[src/rtl/dmem_arbiter_if.sv]
// Bus bundle between the CPU/DMA requesters, the data-RAM arbiter and the RAM.
// The slave modport is the arbiter's view; master is the requester/RAM side.
interface dmem_arbiter_if #(
   parameter int unsigned ADDR_W = 6,
   parameter int unsigned DATA_W = 32
);
   logic              cpu_req;
   logic              cpu_we;
   logic [31:0]       cpu_addr;
   logic [DATA_W-1:0] cpu_wdata;
   logic [DATA_W-1:0] cpu_rdata;
   logic              cpu_ack;
   logic              cpu_err;

   logic              dma_req;
   logic              dma_we;
   logic [31:0]       dma_addr;
   logic [DATA_W-1:0] dma_wdata;
   logic [DATA_W-1:0] dma_rdata;
   logic              dma_ack;
   logic              dma_err;

   logic              mem_en;
   logic              mem_we;
   logic [ADDR_W-1:0] mem_addr;
   logic [DATA_W-1:0] mem_wdata;
   logic [DATA_W-1:0] mem_rdata;

   modport slave (
      input  cpu_req, cpu_we, cpu_addr, cpu_wdata,
      output cpu_rdata, cpu_ack, cpu_err,
      input  dma_req, dma_we, dma_addr, dma_wdata,
      output dma_rdata, dma_ack, dma_err,
      output mem_en, mem_we, mem_addr, mem_wdata,
      input  mem_rdata
   );

   modport master (
      output cpu_req, cpu_we, cpu_addr, cpu_wdata,
      input  cpu_rdata, cpu_ack, cpu_err,
      output dma_req, dma_we, dma_addr, dma_wdata,
      input  dma_rdata, dma_ack, dma_err,
      input  mem_en, mem_we, mem_addr, mem_wdata,
      output mem_rdata
   );
endinterface

[src/rtl/dmem_arbiter.sv]
// Round-robin arbiter sharing one single-port synchronous data RAM between the
// CPU load/store port and the DMA port; pipelined issue, one access per cycle.
module dmem_arbiter #(
   parameter int unsigned ADDR_W = 6,
   parameter int unsigned DATA_W = 32
) (
   input logic           clk,
   input logic           reset,
   dmem_arbiter_if.slave bus
);

   logic ack_cpu_q, ack_cpu_d;
   logic err_cpu_q, err_cpu_d;
   logic rd_cpu_q,  rd_cpu_d;
   logic ack_dma_q, ack_dma_d;
   logic err_dma_q, err_dma_d;
   logic rd_dma_q,  rd_dma_d;
   logic last_dma_q, last_dma_d;

   logic              cpu_elig, dma_elig;
   logic              gnt_cpu, gnt_dma;
   logic              cpu_ok, dma_ok, sel_ok;
   logic              sel_we;
   logic [ADDR_W-1:0] sel_addr;
   logic [DATA_W-1:0] sel_wdata;

   function automatic logic addr_ok(input logic [31:0] addr);
      return (addr[1:0] == 2'b00) && (addr[31:ADDR_W+2] == '0);
   endfunction

   always_comb begin
      // A port in its ack/err cycle still holds req; that is the old request.
      cpu_elig = bus.cpu_req & ~(ack_cpu_q | err_cpu_q);
      dma_elig = bus.dma_req & ~(ack_dma_q | err_dma_q);

      gnt_cpu = cpu_elig & (~dma_elig | last_dma_q);
      gnt_dma = dma_elig & ~gnt_cpu;

      cpu_ok = addr_ok(bus.cpu_addr);
      dma_ok = addr_ok(bus.dma_addr);
      sel_ok = (gnt_cpu & cpu_ok) | (gnt_dma & dma_ok);

      sel_we    = gnt_dma ? bus.dma_we                 : bus.cpu_we;
      sel_addr  = gnt_dma ? bus.dma_addr[ADDR_W+1:2]   : bus.cpu_addr[ADDR_W+1:2];
      sel_wdata = gnt_dma ? bus.dma_wdata              : bus.cpu_wdata;

      ack_cpu_d = gnt_cpu & cpu_ok;
      err_cpu_d = gnt_cpu & ~cpu_ok;
      rd_cpu_d  = gnt_cpu & cpu_ok & ~bus.cpu_we;
      ack_dma_d = gnt_dma & dma_ok;
      err_dma_d = gnt_dma & ~dma_ok;
      rd_dma_d  = gnt_dma & dma_ok & ~bus.dma_we;

      // Invalid wins still count as service for fairness.
      last_dma_d = (gnt_cpu | gnt_dma) ? gnt_dma : last_dma_q;
   end

   always_comb begin
      bus.mem_en    = 1'b0;
      bus.mem_we    = 1'b0;
      bus.mem_addr  = '0;
      bus.mem_wdata = '0;
      if (reset && sel_ok) begin
         bus.mem_en    = 1'b1;
         bus.mem_we    = sel_we;
         bus.mem_addr  = sel_addr;
         bus.mem_wdata = sel_wdata;
      end

      bus.cpu_ack   = ack_cpu_q;
      bus.cpu_err   = err_cpu_q;
      bus.cpu_rdata = rd_cpu_q ? bus.mem_rdata : '0;
      bus.dma_ack   = ack_dma_q;
      bus.dma_err   = err_dma_q;
      bus.dma_rdata = rd_dma_q ? bus.mem_rdata : '0;
   end

   always_ff @(posedge clk or negedge reset) begin
      if (!reset) begin
         ack_cpu_q  <= 1'b0;
         err_cpu_q  <= 1'b0;
         rd_cpu_q   <= 1'b0;
         ack_dma_q  <= 1'b0;
         err_dma_q  <= 1'b0;
         rd_dma_q   <= 1'b0;
         last_dma_q <= 1'b1;
      end else begin
         ack_cpu_q  <= ack_cpu_d;
         err_cpu_q  <= err_cpu_d;
         rd_cpu_q   <= rd_cpu_d;
         ack_dma_q  <= ack_dma_d;
         err_dma_q  <= err_dma_d;
         rd_dma_q   <= rd_dma_d;
         last_dma_q <= last_dma_d;
      end
   end

endmodule

[src/flat_wrapper.sv]
// flat-port wrapper written by rule: the top's interface ports become plain ports
module dmem_arbiter_flat 
#(
   parameter int unsigned ADDR_W = 6,
   parameter int unsigned DATA_W = 32
)
  (clk, reset, bus_cpu_req, bus_cpu_we, bus_cpu_addr, bus_cpu_wdata, bus_cpu_rdata, bus_cpu_ack, bus_cpu_err, bus_dma_req, bus_dma_we, bus_dma_addr, bus_dma_wdata, bus_dma_rdata, bus_dma_ack, bus_dma_err, bus_mem_en, bus_mem_we, bus_mem_addr, bus_mem_wdata, bus_mem_rdata);
  dmem_arbiter_if #(.ADDR_W(ADDR_W), .DATA_W(DATA_W)) bus_i ();
  input logic clk;
  input logic reset;
  input wire logic [$bits(bus_i.cpu_req)-1:0] bus_cpu_req;
  input wire logic [$bits(bus_i.cpu_we)-1:0] bus_cpu_we;
  input wire logic [$bits(bus_i.cpu_addr)-1:0] bus_cpu_addr;
  input wire logic [$bits(bus_i.cpu_wdata)-1:0] bus_cpu_wdata;
  output wire logic [$bits(bus_i.cpu_rdata)-1:0] bus_cpu_rdata;
  output wire logic [$bits(bus_i.cpu_ack)-1:0] bus_cpu_ack;
  output wire logic [$bits(bus_i.cpu_err)-1:0] bus_cpu_err;
  input wire logic [$bits(bus_i.dma_req)-1:0] bus_dma_req;
  input wire logic [$bits(bus_i.dma_we)-1:0] bus_dma_we;
  input wire logic [$bits(bus_i.dma_addr)-1:0] bus_dma_addr;
  input wire logic [$bits(bus_i.dma_wdata)-1:0] bus_dma_wdata;
  output wire logic [$bits(bus_i.dma_rdata)-1:0] bus_dma_rdata;
  output wire logic [$bits(bus_i.dma_ack)-1:0] bus_dma_ack;
  output wire logic [$bits(bus_i.dma_err)-1:0] bus_dma_err;
  output wire logic [$bits(bus_i.mem_en)-1:0] bus_mem_en;
  output wire logic [$bits(bus_i.mem_we)-1:0] bus_mem_we;
  output wire logic [$bits(bus_i.mem_addr)-1:0] bus_mem_addr;
  output wire logic [$bits(bus_i.mem_wdata)-1:0] bus_mem_wdata;
  input wire logic [$bits(bus_i.mem_rdata)-1:0] bus_mem_rdata;
  assign bus_i.cpu_req = bus_cpu_req;
  assign bus_i.cpu_we = bus_cpu_we;
  assign bus_i.cpu_addr = bus_cpu_addr;
  assign bus_i.cpu_wdata = bus_cpu_wdata;
  assign bus_cpu_rdata = bus_i.cpu_rdata;
  assign bus_cpu_ack = bus_i.cpu_ack;
  assign bus_cpu_err = bus_i.cpu_err;
  assign bus_i.dma_req = bus_dma_req;
  assign bus_i.dma_we = bus_dma_we;
  assign bus_i.dma_addr = bus_dma_addr;
  assign bus_i.dma_wdata = bus_dma_wdata;
  assign bus_dma_rdata = bus_i.dma_rdata;
  assign bus_dma_ack = bus_i.dma_ack;
  assign bus_dma_err = bus_i.dma_err;
  assign bus_mem_en = bus_i.mem_en;
  assign bus_mem_we = bus_i.mem_we;
  assign bus_mem_addr = bus_i.mem_addr;
  assign bus_mem_wdata = bus_i.mem_wdata;
  assign bus_i.mem_rdata = bus_mem_rdata;
  dmem_arbiter #(.ADDR_W(ADDR_W), .DATA_W(DATA_W)) u_core (.clk(clk), .reset(reset), .bus(bus_i));
endmodule
[config.mk]
export PLATFORM = sky130hd
export DESIGN_NAME = dmem_arbiter_flat
export DESIGN_NICKNAME = d
export VERILOG_FILES = /design/src/rtl/dmem_arbiter_if.sv /design/src/rtl/dmem_arbiter.sv /design/src/flat_wrapper.sv
export SDC_FILE = /design/constraint.sdc
export NUM_CORES = 1
export LEC_CHECK = 0
export CORE_AREA = 2 2 106 108
export DETAILED_ROUTE_END_ITERATION = 12
export DIE_AREA = 0 0 108 110
export GPL_TIMING_DRIVEN = 0
export SLEW_MARGIN = 10
export SYNTH_ARGS = -nofsm -noshare
export SYNTH_HDL_FRONTEND = slang
export SYNTH_SLANG_ARGS = --single-unit
[constraint.sdc]
create_clock -name clk -period 3.1 [get_ports clk]
set_clock_uncertainty 0.2 [all_clocks]
set_input_delay 0.775 -clock clk [delete_from_list [all_inputs] [get_ports clk]]
set_output_delay 0.775 -clock clk [all_outputs]
set_load 0.01 [all_outputs]
==> summary.md, run 1 <==
| Metric | Value |
|---|---|
| Status | complete, but fails checks |
| Violated checks | setup timing |
| Post-synth top cells | 79 x nand2_1, 65 x and2_1, 37 x a221oi_2, 17 x clkbuf_1 |
| Hold path start | u_core.last_dma_q$_DFFE_PN1P_ |
| Worst min-delay path class | reg2reg |
| Number of global-route vias before repair | 3134 |
| Die area | 0.0119 mm^2 |
| Clock slew at reported path FFs | 0.04 ns |
| CTS tree | yes |
| Pre-CTS worst setup slack | -1.25 ns |
| Synth Warn # | 0 |
| Max incr delay on CP | 0.43 ns |
| Initial antenna violation count | 0 |
| Startpoint Class | input port |
| Routed vias | 3124 |
| Area contributors post-synth | a221oi_2 29%, and2_1 22%, nand2_1 16% |
| Synth unique cells | 23 |
| Top_reg_cell synth | dfrtp_1 |
| Fmax | 290 MHz |
| Via-per-instance ratio | 4.45 |
| R2R setup slack | 1.04 ns |
| PnR worst setup slack | -0.348 ns |
| WHS Endpoint | u_core.last_dma_q$_DFFE_PN1P_ |
| Final Cell Area | 0.00515 mm^2 |
| Static leakage | 2.15 nW |
| Initial DRC count | 146 |
| EDFF count, synth | 0 |
| Worst-Skew Late Latency | 0.23 ns |
| Max Root-Sink Buffers | 2 |
| Nets@finish | 729 |
| Met3 routed WL | 1040 um |
| Drt first pass iters | 4 |
| Placed Area | 0.00479 mm^2 |
| Post-Synthesis Cell Area | 0.00188 mm^2 |
| # IOs | 274 |
| CTS sink cnt | 7 |
| First-pass GRT wire length | 16600 um |
| Most numerous cell in the Yosys netlist | nand2_1 |
| Critical path class | in2out |
| Worst rel slew slack | 49.3% |
| GRT Total Usage | 17.8% |
| Congestion Overflow GR | 0 |
| Final setup viols | 41 |
| Share of layout cells above drive strength 1 | 32.4% |
| Seq/Total Area, Yosys | 9.36% |
| DRC viols | 0 |
| Met2 wire len | 6170 um |
| Hold Fails Final Rpt | 0 |
| WP data arrival | 2.47 ns |
| Starting Density | 17.6% |
| Area Overhead vs Synth | 173% |
| Total CTS buffers | 3 |
| Synth Instances | 254 |
| Placer Congestion | 0.742 |
| Slew Viols, Final | 0 |
| Clock root buffer master | clkbuf_8 |
| Hold path cells | 1 |
| Maximum VDD drop | 0.000102 V |
| R2r worst-path depth | 8 |
| Crit path time final | 3.45 ns |
| Die span in x | 108 um |
| Fraction of the cycle the final worst path needs | 111% |
| Post-synth ARST share | 100% |
| Top cell type's share of synthesized area | 29.5% |
| Antenna fix cells | 0 |
| Max cap viols | 0 |
| Worst-margin pin slew | 0.760 ns |
| Pin count of the biggest net entering global routing | 11 |
| PortBufs | 273 |
| Crit-path cells | dlygate4sd2_1 > nand4bb_1 > nand2_2 > or3_4 > buf_12 > clkbuf_16 > a221oi_2 > buf_2 |
| Die H | 110 um |
| Syn_nets | 420 |
| Capture point of the worst reg-to-reg path | u_core.rd_dma_q$_DFF_PN0_ |
| Residual antenna-violating net count after detailed routing | 0 |
| Crit path capture type | primary output |
| Top sig layer | met4 |
| CTS Hold Buffers Added | 0 |
| H-Tree Depth | 1 |
| Detailed Place HPWL | 8990 um |
| Core ar. | 0.0107 mm^2 |
| RSZ-0062 raised after global routing | true |
| Critical-path top delay cell | or3_4 |
| Cell row count | 38 |
| Mean Syn Cell Area | 7.42 um^2 |
| Total routed wirelength | 11400 um |
| Wirelength per Cell | 16.3 um |
| Met1 WL | 4130 um |
| CP max FO | 8 |
| Post-synth top area cell | a221oi_2 |
| Worst r2r src | u_core.bus.dma_err$_DFF_PN0_ |
| Critical Path RT | 2.12 ns |
| Cell Pwr Density | 126 mW/mm^2 |
| Synth Register Bits | 7 |
==> critical path, delay by kind of cell <==
| family | cells | cell delay, ns |
|---|---|---|
| AOI/OAI and AO/OA | 1 | 0.25 |
| and+or+nand+nor | 3 | 0.69 |
| buffers and inverters | 4 | 0.77 |
==> power by group <==
part / switching (W) / internal (W)
combinational: 0.000182 / 0.000226
sequential: 0.00000832 / 0.000104
clock: 0.0000387 / 0.0000889
total: 0.000229 / 0.000419
==> sequential cells by signal (all words and copies together) (netlist names) <==
name                count
u_core.bus.cpu_err      1
u_core.bus.cpu_ack      1
u_core.bus.dma_ack      1
u_core.bus.dma_err      1
u_core.rd_dma_q         1
u_core.last_dma_q       1
u_core.rd_cpu_q         1
==> cells in the final DEF (no fill, tap or decap), types with 3 or more instances in the layout <==
| master | Yosys | routed |
|---|---|---|
| clkdlybuf4s50_1 | 0 | 178 |
| inv_1 | 3 | 3 |
| a221oi_4 | 0 | 3 |
| nor2_1 | 9 | 9 |
| dfrtp_1 | 6 | 6 |
| and2_1 | 65 | 65 |
| nor4_4 | 0 | 5 |
| nor4_2 | 3 | 5 |
| a221oi_2 | 37 | 35 |
| clkdlybuf4s15_1 | 0 | 13 |
| clkbuf_1 | 17 | 13 |
| buf_4 | 0 | 12 |
| dlygate4sd2_1 | 0 | 6 |
| nand2_1 | 79 | 78 |
| buf_2 | 1 | 63 |
| buf_6 | 6 | 28 |
| clkbuf_8 | 0 | 3 |
| buf_12 | 3 | 10 |
| clkbuf_2 | 0 | 4 |
==> worst max-delay path by stage <==
stage                             end  depth (start not counted)             start
CTS                  bus_mem_wdata[3]                          8  bus_dma_addr[14]
global route          bus_mem_addr[0]                          8   bus_dma_addr[0]
floorplan             bus_mem_addr[0]                          6   bus_dma_addr[1]
finish              bus_mem_wdata[22]                          8       bus_cpu_req
detailed placement  bus_mem_wdata[29]                          8       bus_dma_req
global placement    bus_mem_wdata[29]                          8       bus_dma_req
==> cell type report <==
type                       count  area, um^2
inverter                       3        11.3
fill                        1068        5550
clock buffer                   4        45.0
tap                          140         175
timing repair buffer         306        2860
buffer                        26         228
sequential                     7         176
multi-input combinational    216        1650
==> kinds of logic (layout without fill, tap and decap cells) <==
| logic type | Yosys count | count (layout) | synth area share (%) |
|---|---|---|---|
| DFF | 7 | 7 | 9.36 |
| and+or+nand+nor | 175 | 175 | 47.7 |
| buffers and inverters | 31 | 339 | 11.8 |
| AOI/OAI and AO/OA | 41 | 41 | 31.1 |
==> per-layer routing <==
metal / global-route usage [%] / up-vias
met4: 3.39 / 0
met5: 0 / -
met2: 35.3 / 164
met3: 4.06 / 6
li1: - / 1520
met1: 19.2 / 1434
==> stage by stage <==
| step | cells | util [%] | total power [W] | hold WS (ns) | TNS [ns] |
|---|---|---|---|---|---|
| final | 702 | 48.1 | 0.000648 | 0.350 | -12.30 |
| after global routing | 702 | 48.1 | 0.000693 | 0.368 | -16.63 |
| after CTS | 698 | 46.4 | 0.000649 | 0.350 | -12.15 |
| after detailed placement | 667 | 44.8 | 0.000514 | 0.341 | -46.67 |
| after global placement | 667 | 44.8 | 0.000506 | 0.336 | -47.12 |
| after floorplan | 254 | - | 0.000248 | 0.279 | -0.0440 |
==> what timing repair did <==
action,in CTS,in global routing
cloned,3,2
gates resized for setup,365,24
pin swaps,24,18
setup buffers,26,4
endpoints found under the setup margin,40,41
Note: power is estimated with default switching activity, not from simulation.
==> inputs of run 2 (changes only) <==
Settings changed: ABC_AREA set to 1, SETUP_SLACK_MARGIN set to 0.15.
==> run 2 against run 1 <==
Effect of this change:
- the flow still finishes with violations (setup timing)
- critical path depth increased by 4
- critical path type unchanged
- largest cell class unchanged
- worst setup slack better by 0.33 ns
- sequential power hardly changed
- highest routed layer unchanged
==> summary.md, run 2 <==
| Metric | Value |
|---|---|
| Status | complete, but fails checks |
| Violated checks | setup timing |
| Detailed Place HPWL | 8360 um |
| Cell row count | 38 |
| Pin count of the biggest net entering global routing | 11 |
| Initial DRC count | 116 |
| Antenna fix cells | 0 |
| Worst-margin pin slew | 0.433 ns |
| Fmax | 321 MHz |
| PnR worst setup slack | -0.0157 ns |
| Critical Path Sink | bus_mem_wdata[24] |
| Combinational Power Share | 64.9% |
| Critical-path top delay cell | dlygate4sd2_1 |
| H-Tree Depth | 1 |
| GRT Total Usage | 14.9% |
| Area of the multi-input gates | 0.00123 mm^2 |
| Hold Fails Final Rpt | 0 |
| # IOs | 274 |
| Post-synth ARST share | 100% |
| Slew Viols, Final | 0 |
| Switch Pwr | 0.000228 W |
| CTS Hold Buffers Added | 0 |
| Worst min-delay path class | reg2reg |
| Commonest cells after routing, fill and taps aside | 195 x nand2_1, 164 x clkdlybuf4s50_1, 106 x inv_1 |
| Post-synth top cells | 202 x nand2_1, 106 x inv_1, 75 x nor2_1, 8 x buf_2 |
| Crit-path cells | dlygate4sd2_1 > nor2_1 > and2_1 > nand2_1 > nor2_2 > nand2_2 > nand2_2 > nand2_4 > buf_6 > buf_12 > nor2_4 > buf_6 |
| Synth Instances | 418 |
| Synth Warn # | 0 |
| Seq. cell area | 176 um^2 |
| Residual antenna-violating net count after detailed routing | 0 |
| Nets@finish | 872 |
| Total CTS buffers | 3 |
| Internal power | 0.000453 W |
| Most numerous cell in the Yosys netlist | nand2_1 |
| Top cell type's share of synthesized area | 42.5% |
| Startpoint Class | input port |
| Die span in x | 108 um |
| Fin util | 44.5% |
| Critical path class | in2out |
| Congestion Overflow GR | 0 |
| Worst r2r src | u_core.bus.dma_err$_DFF_PN0_ |
| Core ar. | 0.0107 mm^2 |
| Via-per-instance ratio | 3.82 |
| Post-Synthesis Cell Area | 0.00178 mm^2 |
| R2R setup slack | 1.56 ns |
| Net Sw Frac | 33.4% |
| Max Root-Sink Buffers | 2 |
| Mean Syn Cell Area | 4.27 um^2 |
| Total power | 0.000681 W |
| Syn_nets | 584 |
| Final setup viols | 6 |
| Synth Register Bits | 7 |
| Die area | 0.0119 mm^2 |
| Wirelength per Cell | 11.6 um |
| RSZ-0062 raised after global routing | true |
| Fillers | 1175 |
| PortBufs | 273 |
| Clock slew at reported path FFs | 0.04 ns |
| Share of total power in the clock network | 18.7% |
| Post-synth top area cell | nand2_1 |
| Number of global-route vias before repair | 3012 |
| Top_reg_cell synth | dfrtp_1 |
| Sequential power share | 16.4% |
| Placer Congestion | 0.796 |
| R2r worst-path depth | 9 |
| Total routed wirelength | 9820 um |
| Crit path launch | bus_cpu_addr[26] |
| Area Overhead vs Synth | 167% |
| First-pass GRT wire length | 14300 um |
| Max incr delay on CP | 0.23 ns |
| Synth unique cells | 15 |
| Capture point of the worst reg-to-reg path | u_core.rd_cpu_q$_DFF_PN0_ |
| CP max FO | 6 |
| Routed vias | 3226 |
| Fraction of the cycle the final worst path needs | 101% |
| Critical Path RT | 2.12 ns |
| DRC viols | 0 |
| Seq/Total Area, Yosys | 9.89% |
| Area contributors post-synth | nand2_1 42%, inv_1 22%, nor2_1 16% |
| Worst-Skew Late Latency | 0.23 ns |
| CTS sink cnt | 7 |
| Worst rel slew slack | 71.1% |
| Drt first pass iters | 6 |
| Crit path capture type | primary output |
| Static leakage | 3.11 nW |
| Pre-CTS worst setup slack | -0.955 ns |
| WP data arrival | 2.14 ns |
| Initial antenna violation count | 0 |
| Maximum VDD drop | 0.000112 V |
| Share of layout cells above drive strength 1 | 17.4% |
| EDFF count, synth | 0 |
| Commonest non-fill, non-tap cell in the layout | nand2_1 |
| Max cap viols | 0 |
| Clock root buffer master | clkbuf_8 |
| CTS tree | yes |
| Starting Density | 16.7% |
| Die H | 110 um |
| Cell Pwr Density | 143 mW/mm^2 |
| Crit path time final | 3.12 ns |
## run 2: cell count changes after synthesis, sizes merged, moves of 12 or more
cell and change:
a221oi -39, nor4 -12, inv +105, nand2 +123
and2 -63, nor2 +66
## run 2: power groups by stage
| stage | clock network [W] | logic, W | registers [W] |
|---|---|---|---|
| after global placement | 0 | 0.000404 | 0.000109 |
| after detailed placement | 0 | 0.000412 | 0.000110 |
| final | 0.000127 | 0.000442 | 0.000112 |
| after floorplan | 0 | 0.000150 | 0.000110 |
| after global routing | 0.000140 | 0.000494 | 0.000112 |
| after CTS | 0.000133 | 0.000440 | 0.000112 |
## run 2: how the worst min path moves through the flow
stage	from	end	slack [ns]	depth (start not counted)
finish	u_core.last_dma_q$_DFFE_PN1P_	u_core.last_dma_q$_DFFE_PN1P_	0.38	2
global route	reset	u_core.bus.cpu_ack$_DFF_PN0_	0.41	1
CTS	u_core.last_dma_q$_DFFE_PN1P_	u_core.last_dma_q$_DFFE_PN1P_	0.38	2
detailed placement	u_core.last_dma_q$_DFFE_PN1P_	u_core.last_dma_q$_DFFE_PN1P_	0.31	2
global placement	u_core.last_dma_q$_DFFE_PN1P_	u_core.last_dma_q$_DFFE_PN1P_	0.30	2
floorplan	reset	u_core.bus.cpu_ack$_DFF_PN0_	0.28	0
## run 2: layer usage
layer	up-vias	wire length [um]	track usage (%)	part of all wire, %
li1	1712	-	-	-
met4	0	88	2.84	0.90
met1	1352	3510	15.2	36
met3	6	991	3.47	10
met5	-	0	0	0
met2	156	5230	30.5	53
## run 2: layout make-up
class / instances / share of cell area [%]
repair buffers: 283 / 53.9
multi-input cells: 285 / 25.9
inverters: 108 / 8.52
flip-flops and latches: 7 / 3.71
well taps: 140 / 3.68
plain buffers: 18 / 3.31
clock buffers: 4 / 0.946
## run 2: cell families after synthesis
logic type      Yosys count  share of synthesized area [%]
compound gates            2                          0.911
buf+inv                 126                           28.1
flops                     7                           9.89
simple gates            283                           61.1
## run 2: critical path, delay by kind of cell
family,cells,cell delay (ns)
buffers and inverters,4,0.63
and+or+nand+nor,8,0.72
## run 2: timing repair
action                                  4_1_cts  5_1_grt
gates resized for setup                     340       45
gates cloned                                  0        0
setup buffers                                 8        2
endpoints found under the setup margin       40       54
pin swaps                                    57       12
## run 2: metrics by stage
stage / cells / area (um^2) / setup TNS (ns) / hold WS [ns]
after floorplan: 418 / 1780 / 0 / 0.279
after global placement: 831 / 4690 / -32.38 / 0.303
after detailed placement: 831 / 4690 / -34.13 / 0.312
after CTS: 843 / 4610 / -0.151 / 0.385
after global routing: 845 / 4760 / -1.76 / 0.412
final: 845 / 4760 / -0.0397 / 0.385
==> inputs of run 3 (changes only) <==
Settings changed: PLACE_DENSITY set to 0.73, SKIP_LAST_GASP set to 1.
==> run 3 against run 2 <==
Effect of this change:
- the run still ends with setup timing left
- critical path type unchanged
- wire length down 3.0%
- hold slack better by 0.0011 ns
- combinational power up 7.7%
- register-to-register slack worse by 0.02 ns
- largest cell class unchanged
- maximum frequency down 1.6%
- final area up 8.2%
- count of clock-buffer cells in the layout unchanged
- power up 4.8%
- critical path depth up 1
- clock power about the same
- global-route usage down 0.17 points
- largest power group unchanged
==> summary.md, run 3 (synthesis gave the netlist of run 2 again) <==
| Metric | Value |
|---|---|
| Via-per-instance ratio | 3.82 |
| Congestion Overflow GR | 0 |
| PortBufs | 273 |
| Setup TNS | -1.29 ns |
| Detailed Place HPWL | 7830 um |
| GRT Total Usage | 14.7% |
| Clock slew at reported path FFs | 0.04 ns |
| DRC viols | 0 |
| Die area | 0.0119 mm^2 |
| Max cap viols | 0 |
| Total power | 0.000713 W |
| Fraction of the cycle the final worst path needs | 102% |
| Worst rel slew slack | 69.1% |
| Crit path launch | bus_cpu_addr[13] |
| Fin util | 48.1% |
| Clock root buffer master | clkbuf_8 |
| Starting Density | 16.7% |
| Static leakage | 3.09 nW |
| Violated checks | setup timing |
| First-pass GRT wire length | 14000 um |
| Slew Viols, Final | 0 |
| Cell Pwr Density | 139 mW/mm^2 |
| Share of layout cells above drive strength 1 | 20.5% |
| Final Cell Area | 0.00515 mm^2 |
| Routed vias | 3290 |
| Core ar. | 0.0107 mm^2 |
| Worst-Skew Late Latency | 0.22 ns |
| Antenna fix cells | 0 |
| Cell row count | 38 |
| Startpoint Class | input port |
| Number of global-route vias before repair | 2964 |
| Hold Fails Final Rpt | 0 |
| Total routed wirelength | 9520 um |
| Die H | 110 um |
| # IOs | 274 |
| Crit path capture type | primary output |
| Initial DRC count | 100 |
| Die span in x | 108 um |
| Initial antenna violation count | 0 |
| Total CTS buffers | 3 |
| Critical path class | in2out |
| PnR worst setup slack | -0.0666 ns |
| Nets@finish | 888 |
| Fillers | 1091 |
| Placer Congestion | 0.736 |
| Max Root-Sink Buffers | 2 |
| Status | complete, but fails checks |
| Final setup viols | 38 |
| H-Tree Depth | 1 |
| Hold path start | u_core.last_dma_q$_DFFE_PN1P_ |
| WP data arrival | 2.19 ns |
| RSZ-0062 raised after global routing | true |
| Crit path time final | 3.17 ns |
| CTS tree | yes |
| Maximum VDD drop | 0.000115 V |
| Critical Path RT | 2.12 ns |
| Seq. cell area | 176 um^2 |
| Area of the multi-input gates | 0.00133 mm^2 |
| Residual antenna-violating net count after detailed routing | 0 |
| Worst min-delay path class | reg2reg |
| Commonest non-fill, non-tap cell in the layout | nand2_1 |
| Worst r2r src | u_core.bus.dma_err$_DFF_PN0_ |
| Wirelength per Cell | 11.1 um |
| CP max FO | 5 |
| Placed Area | 0.00469 mm^2 |
| CTS sink cnt | 7 |
| Pin count of the biggest net entering global routing | 11 |
| Area Overhead vs Synth | 189% |
| Drt first pass iters | 4 |
| Worst-margin pin slew | 0.464 ns |
| Fmax | 316 MHz |
| Pre-CTS worst setup slack | -0.892 ns |
| CTS Hold Buffers Added | 0 |
| Commonest cells after routing, fill and taps aside | 193 x nand2_1, 171 x clkdlybuf4s50_1, 105 x inv_1 |
## run 3: changes by cell type in the layout (fill, tap and decap cells not counted), moves of 3 or more
cell and delta:
buf_4 +9, buf_8 +4, nor2_2 +5, nor2_1 -17, clkdlybuf4s50_1 +7, dlymetal6s2s_1 -6, buf_6 +13, clkbuf_2 +3
clkdlybuf4s15_1 +9, nand2_2 +4, nor2_4 +12, buf_2 -26
## run 3: report_power, final
part | total (W) | switching (W) | internal, W
Sequential | 0.000112 | 0.00000866 | 0.000103
Clock | 0.000126 | 0.0000369 | 0.0000887
Combinational | 0.000476 | 0.000199 | 0.000277
## run 3: worst max-delay path, stage by stage
cell	delay, ns
dlygate4sd2_1	0.23
nor2_1	0.08
nand2_1	0.05
nor2_1	0.10
nand2_1	0.07
nor2_2	0.14
nand2_2	0.07
nand2_2	0.08
nand2_4	0.08
buf_6	0.16
buf_8	0.13
nor2_2	0.09
buf_2	0.13
## run 3: per-layer routing
layer	GRT usage [%]	up-vias	wire, um
li1	-	1742	-
met1	16.0	1381	3500
met2	28.8	157	5040
met3	4.35	10	888
met4	1.83	0	103
met5	0	-	0
## run 3: final timing paths
check | to | slack [ns] | cells after the start
min reg2reg | u_core.last_dma_q$_DFFE_PN1P_ | 0.39 | 2
min | u_core.last_dma_q$_DFFE_PN1P_ | 0.39 | 2
max in group asynchronous | u_core.last_dma_q$_DFFE_PN1P_ | 1.72 | 1
min in group asynchronous | u_core.bus.cpu_err$_DFF_PN0_ | 0.65 | 1
max reg2reg | u_core.bus.dma_err$_DFF_PN0_ | 1.54 | 7
max | bus_mem_wdata[18] | -0.07 | 13
## run 3: per-stage QoR
| step | hold slack [ns] | cells |
|---|---|---|
| 6_report | 0.386 | 861 |
| 5_1_grt | 0.437 | 861 |
| 4_1_cts | 0.383 | 857 |
| 3_5_place_dp | 0.346 | 831 |
| 3_3_place_gp | 0.316 | 831 |
| 2_1_floorplan | 0.279 | 418 |
## run 3: area by class of cell
type,count,area share [%]
tap,140,3.40
multi-input combinational,285,25.9
clock buffer,4,0.875
inverter,108,7.87
sequential,7,3.43
buffer,18,3.06
timing repair buffer,299,55.5
## run 3: repair_timing
action / 4_1_cts / 5_1_grt
gates resized for setup: 336 / 79
setup endpoints to repair: 40 / 48
pin swaps: 60 / 31
gates cloned: 2 / 0
buffers inserted: 20 / 4
